<file path="config.mk">
export PLATFORM = sky130hd
export DESIGN_NAME = dff_share_arb
export DESIGN_NICKNAME = d
export VERILOG_FILES = /design/src/rtl/dff_share_arb.sv
export SDC_FILE = /design/constraint.sdc
export NUM_CORES = 1
export LEC_CHECK = 0
export CORE_UTILIZATION = 42
export CTS_CLUSTER_SIZE = 30
export DETAILED_ROUTE_END_ITERATION = 16
export PLACE_DENSITY = 0.82
export SLEW_MARGIN = 10
export SYNTH_ARGS = -nofsm -noshare
export SYNTH_HDL_FRONTEND = slang
export SYNTH_SLANG_ARGS = --single-unit
</file>
<file path="constraint.sdc">
create_clock -name c -period 2.7 [get_ports c]
set_clock_uncertainty 0.15 [all_clocks]
set_input_delay 0.54 -clock c [delete_from_list [all_inputs] [get_ports c]]
set_output_delay 0.54 -clock c [all_outputs]
set_load 0.05 [all_outputs]
</file>
<file path="src/rtl/dff_share_arb.sv">
// dff_share_arb: round-robin arbiter that sequences N requesters onto one
// shared W-bit storage register. A granted requester writes once per clock
// and may extend its tenure with its lock line, up to MAX_HOLD writes.
module dff_share_arb #(
    parameter int N        = 4,
    parameter int W        = 8,
    parameter int MAX_HOLD = 4
) (
    input  logic                 c,
    input  logic                 r,
    input  logic [N-1:0]         req,
    input  logic [N-1:0]         lock,
    input  logic [N*W-1:0]       d,
    output logic [N-1:0]         gnt,
    output logic [W-1:0]         q,
    output logic                 q_valid,
    output logic [$clog2(N)-1:0] q_src,
    output logic                 busy
);

    localparam int IW = $clog2(N);
    localparam int HW = (MAX_HOLD > 1) ? $clog2(MAX_HOLD) : 1;
    localparam logic [HW-1:0] HOLD_LAST = HW'(MAX_HOLD - 1);
    localparam logic [IW-1:0] LAST_IDX  = IW'(N - 1);

    typedef enum logic [0:0] {
        IDLE  = 1'b0,
        GRANT = 1'b1
    } state_t;

    // First requester at or after 'start' (wrapping); MSB flags a winner.
    function automatic logic [IW:0] pick(input logic [N-1:0] rq,
                                         input logic [IW-1:0] start);
        logic [IW:0]   res;
        logic [IW-1:0] idx;
        res = '0;
        idx = start;
        for (int k = 0; k < N; k++) begin
            if (rq[idx] && !res[IW]) begin
                res = {1'b1, idx};
            end
            if (idx == LAST_IDX) begin
                idx = '0;
            end else begin
                idx = idx + IW'(1);
            end
        end
        return res;
    endfunction

    function automatic logic [N-1:0] onehot(input logic [IW-1:0] idx);
        logic [N-1:0] v;
        v      = '0;
        v[idx] = 1'b1;
        return v;
    endfunction

    state_t        state_r, state_s;
    logic [N-1:0]  gnt_r, gnt_s;
    logic [IW-1:0] g_r, g_s;
    logic [IW-1:0] ptr_r, ptr_s;
    logic [HW-1:0] hcnt_r, hcnt_s;
    logic [W-1:0]  q_r, q_s;
    logic          q_valid_r, q_valid_s;
    logic [IW-1:0] q_src_r, q_src_s;
    logic          busy_r;

    logic          wr_s;
    logic          keep_s;
    logic [N-1:0]  masked_req_s;
    logic [IW:0]   win_s;
    logic [IW-1:0] g_next_s;
    logic [W-1:0]  cur_data_s;

    // Next-state logic: arbitration, write decision and tenure hold/release.
    always_comb begin
        state_s      = state_r;
        gnt_s        = gnt_r;
        g_s          = g_r;
        ptr_s        = ptr_r;
        hcnt_s       = hcnt_r;
        q_s          = q_r;
        q_valid_s    = 1'b0;
        q_src_s      = q_src_r;
        wr_s         = 1'b0;
        keep_s       = 1'b0;
        masked_req_s = req;
        cur_data_s   = d[g_r*W +: W];
        win_s        = pick(req, ptr_r);
        if (g_r == LAST_IDX) begin
            g_next_s = '0;
        end else begin
            g_next_s = g_r + IW'(1);
        end

        case (state_r)
            IDLE: begin
                if (win_s[IW]) begin
                    state_s = GRANT;
                    g_s     = win_s[IW-1:0];
                    gnt_s   = onehot(win_s[IW-1:0]);
                    hcnt_s  = '0;
                end else begin
                    state_s = IDLE;
                    gnt_s   = '0;
                end
            end
            GRANT: begin
                wr_s   = req[g_r];
                keep_s = wr_s && lock[g_r] && (hcnt_r < HOLD_LAST);
                if (wr_s) begin
                    q_s       = cur_data_s;
                    q_src_s   = g_r;
                    q_valid_s = 1'b1;
                end else begin
                    q_valid_s = 1'b0;
                end
                if (keep_s) begin
                    hcnt_s = hcnt_r + HW'(1);
                end else begin
                    // The releasing requester cannot win the re-arbitration
                    // on the same edge: if it wrote it is masked, and if it
                    // abandoned its req bit is already low.
                    ptr_s             = g_next_s;
                    masked_req_s[g_r] = 1'b0;
                    win_s             = pick(masked_req_s, g_next_s);
                    hcnt_s            = '0;
                    if (win_s[IW]) begin
                        state_s = GRANT;
                        g_s     = win_s[IW-1:0];
                        gnt_s   = onehot(win_s[IW-1:0]);
                    end else begin
                        state_s = IDLE;
                        gnt_s   = '0;
                    end
                end
            end
            default: begin
                state_s = IDLE;
                gnt_s   = '0;
                hcnt_s  = '0;
            end
        endcase
    end

    // State and output registers; reset aborts any tenure without a write.
    always_ff @(posedge c or posedge r) begin
        if (r) begin
            state_r   <= IDLE;
            gnt_r     <= '0;
            g_r       <= '0;
            ptr_r     <= '0;
            hcnt_r    <= '0;
            q_r       <= '0;
            q_valid_r <= 1'b0;
            q_src_r   <= '0;
            busy_r    <= 1'b0;
        end else begin
            state_r   <= state_s;
            gnt_r     <= gnt_s;
            g_r       <= g_s;
            ptr_r     <= ptr_s;
            hcnt_r    <= hcnt_s;
            q_r       <= q_s;
            q_valid_r <= q_valid_s;
            q_src_r   <= q_src_s;
            busy_r    <= |gnt_s;
        end
    end

    assign gnt     = gnt_r;
    assign q       = q_r;
    assign q_valid = q_valid_r;
    assign q_src   = q_src_r;
    assign busy    = busy_r;

endmodule

</file>
==> results.md <==
* Outcome: finished, final reports clean
* GRT Resource Usage Total at 0.224
* Gpl congestion at 0.916
* Die extent in y at a little under 70 um
* Antenna cells at 0
* Required @ worst endpoint at between 2000 and 3000 ps
* CTS tree: yes
* Startpoint Class: input port
* Sw Share at 0.465
* Post-Syn Area at 0.00182 mm^2
* WL per Instance at 15.5 um
* Syn nets at 224
* Leak Pwr at 1.14 nW
* DRC Markers at 0
* Area occupied by multi-input gates at roughly 0.0012 mm^2
* Clock network power share at 0.061
* Worst path slowest cell: mux4_2
* Die width at between 60 and 70 um
* First-pass GRT wire length at 7.65 mm
* Reg area at 576 um^2
* Grt ovf at 0
* Sw power at 0.00165 W
* Arr. time, crit path at 2540 ps
* Clk slew on worst S/H paths at 80 ps
* Drt via density at 5.61
* Largest net degree at the start of global routing at 24
* Crit path from: req[1]
* Layout area overhead at 48.2%
* Final non-filler cell total at 307
* Post-placement setup slack at -207 ps
* RR Endpoint: gnt[2]
* Bufs and invs on worst path at 2
* Reg2reg setup slack at 220 ps
* Max cap viols at 0
* CTS sink count at 23
* First-pass DRT Iterations at 4
* Pwr Total at 0.00354 W
* RSZ-0062 raised after global routing: no
* Critical Path End Type: register
* Worst-margin pin slew at approximately 520 ps
* Top post-synthesis cells by area: dfrtp_1, mux4_2, mux2_2, ha_1, nand2_1
* Post-synth EDFFs at 0
* CP max FO at 8
* # IOs at 58
* Cell row count at 23
* Crit path capture: gnt[2]
* Fmax at approximately 400 MHz
* Die ar. at 0.00461 mm^2
* Levels on crit path at 7
* Seq/Total Area, Yosys at 0.316
* Fillers at approximately 350
* Placed Cells at 303
* Cell family with most CP delay: buffers and inverters
* Reg2reg start: g_r[0]
* CTS buffer count at 3
* Number of post-CTS setup repair buffers at 0
* Yosys reg bits at 23
* Hold Path Class: reg -> reg
* Reg2reg path depth at 7
* Pint at 0.00189 W
* Initial antenna violation count at 0
* Synth async-reset ratio at 1.00
* Critical path type: in -> reg
* Yosys Warn Count at 0
* Final wirelength at 4.76 mm
* Port buffer count at 57
* Count of pins over their slew limit at 0
* Worst-Skew Late Latency at 270 ps
* Dpl hpwl at roughly 3.8 mm
* Antenna-violating nets left at 0
* CTS root buf: clkbuf_8
* Sequential share of power at 0.179
* Final period util at 0.934
* Vias in the first global route at 1,652
* Cells after synthesis at 176
* # setup viols final at 0
* Final Critical Period at between 2000 and 3000 ps
* Mean area per synthesized cell at approximately 10 um^2
* Synth unique cells at between 50 and 60
* Synth Flop Type: dfrtp_1
* Pwr per Cell Area at 1310 mW/mm^2
* Starting density of the core at 0.446
* H-tree level count at 1
* Final-stage net count at 306
* Initial DRC Count at 77
* Post-synth top area cell: dfrtp_1
* Crit-path cells: clkdlybuf4s50_1 > mux4_2 > a31oi_2 > o31ai_2 > buf_4 > or3_1 > o311ai_1
* Peak supply drop at 0.000740 V
* Layout cells sized above 1 at 0.296
* Core region area at 0.00409 mm^2
* CTS Buffer Depth at 2
* Final hold vios at 0
* Comb power frac at 0.760
* DR vias at 1,722
* CP max stage delay at 530 ps
* Fin worst setup slack at approximately 180 ps
* Share of Yosys cell area claimed by the top area cell type at 0.316
* Slew headroom at 0.651
## flip-flops by register name, indices dropped and copies added, names as in the netlist
signal,count
q,8
q_src,2
q_valid,1
state_r,1
busy,1
g_r,2
gnt,4
ptr_r,2
hcnt_r,2
## per-layer routing
layer  vias to the layer above  share of wire  global-route usage
li1                        827              -                   -
met3                         4          0.076              0.0367
met4                         0         0.0057              0.0391
met1                       827           0.42               0.279
met5                         -              0                   0
met2                        64           0.50               0.407
## power groups by stage
stage               Sequential [W]  Clock (W)  Combinational, W
floorplan                  0.00100          0           0.00148
detailed placement        0.000642          0           0.00265
CTS                       0.000635   0.000220           0.00266
global placement          0.000634          0           0.00260
finish                    0.000634   0.000217           0.00269
global route              0.000658   0.000237           0.00292
## placed cells by master, fill, tap and decap left out, drive strengths merged, types with 5 or more instances in the layout
master and instances:
ha 6, dfrtp 23, nand2 18, mux4 10
inv 8, nor2 11, nor2b 5, mux2 15
clkdlybuf4s50 57, mux2i 6, buf 32, o21ai 10
## worst min-delay path by stage
stage                         start         to  cells past startpoint
after global routing           q[5]       q[5]                      1
final                      q_src[1]   q_src[1]                      2
after CTS                  q_src[1]   q_src[1]                      2
after detailed placement   q_src[1]   q_src[1]                      2
after floorplan           hcnt_r[1]  hcnt_r[1]                      1
after global placement     q_src[0]   q_src[0]                      2
## stage by stage
stage | cell area [um^2] | hold WS [ps] | utilization | setup TNS (ps)
after floorplan | 1820 | 327 | - | 0
after global placement | 2640 | 314 | 0.645 | -413
after detailed placement | 2640 | 322 | 0.645 | -524
after CTS | 2680 | 341 | 0.656 | 0
after global routing | 2700 | 380 | 0.661 | 0
final | 2700 | 336 | 0.661 | 0
## synthesized netlist by cell type, types with 3 or more instances
master and count:
o21ai_0 9, o211ai_1 3, inv_1 7, mux2i_1 6
clkbuf_1 3, mux4_2 10, nand2_1 18, buf_2 6
ha_1 6, nor2_1 10, a21oi_1 3, dfrtp_1 23
nor2b_1 4, and2_1 3, mux2_2 15
## worst register-to-register path, cell delays in order, from the launching register on
cell      delay, ps
dfrtp_1         450
buf_4           260
mux4_2          560
a31oi_2         240
o31ai_2          90
buf_4           170
or3_1           350
o311ai_1        100
## area by class of cell
class,count,share of cell area
clock buffers,3,0.0153
clock inverters,1,0.00185
flip-flops and latches,23,0.213
well taps,50,0.0232
multi-input cells,133,0.435
inverters,8,0.0111
repair buffers,89,0.300
## what timing repair did
| action | 4_1_cts | 5_1_grt |
|---|---|---|
| resized for setup | 0 | 3 |
| hold buffers | 0 | 0 |
| setup endpoints to repair | 0 | 3 |
## kinds of logic after synthesis
kind of cell    synth area share
compound gates             0.187
fa+ha+maj                 0.0412
buf+inv                   0.0494
flops                      0.316
mux                        0.249
simple gates               0.158
No activity file was read; power rests on OpenSTA's default activity.
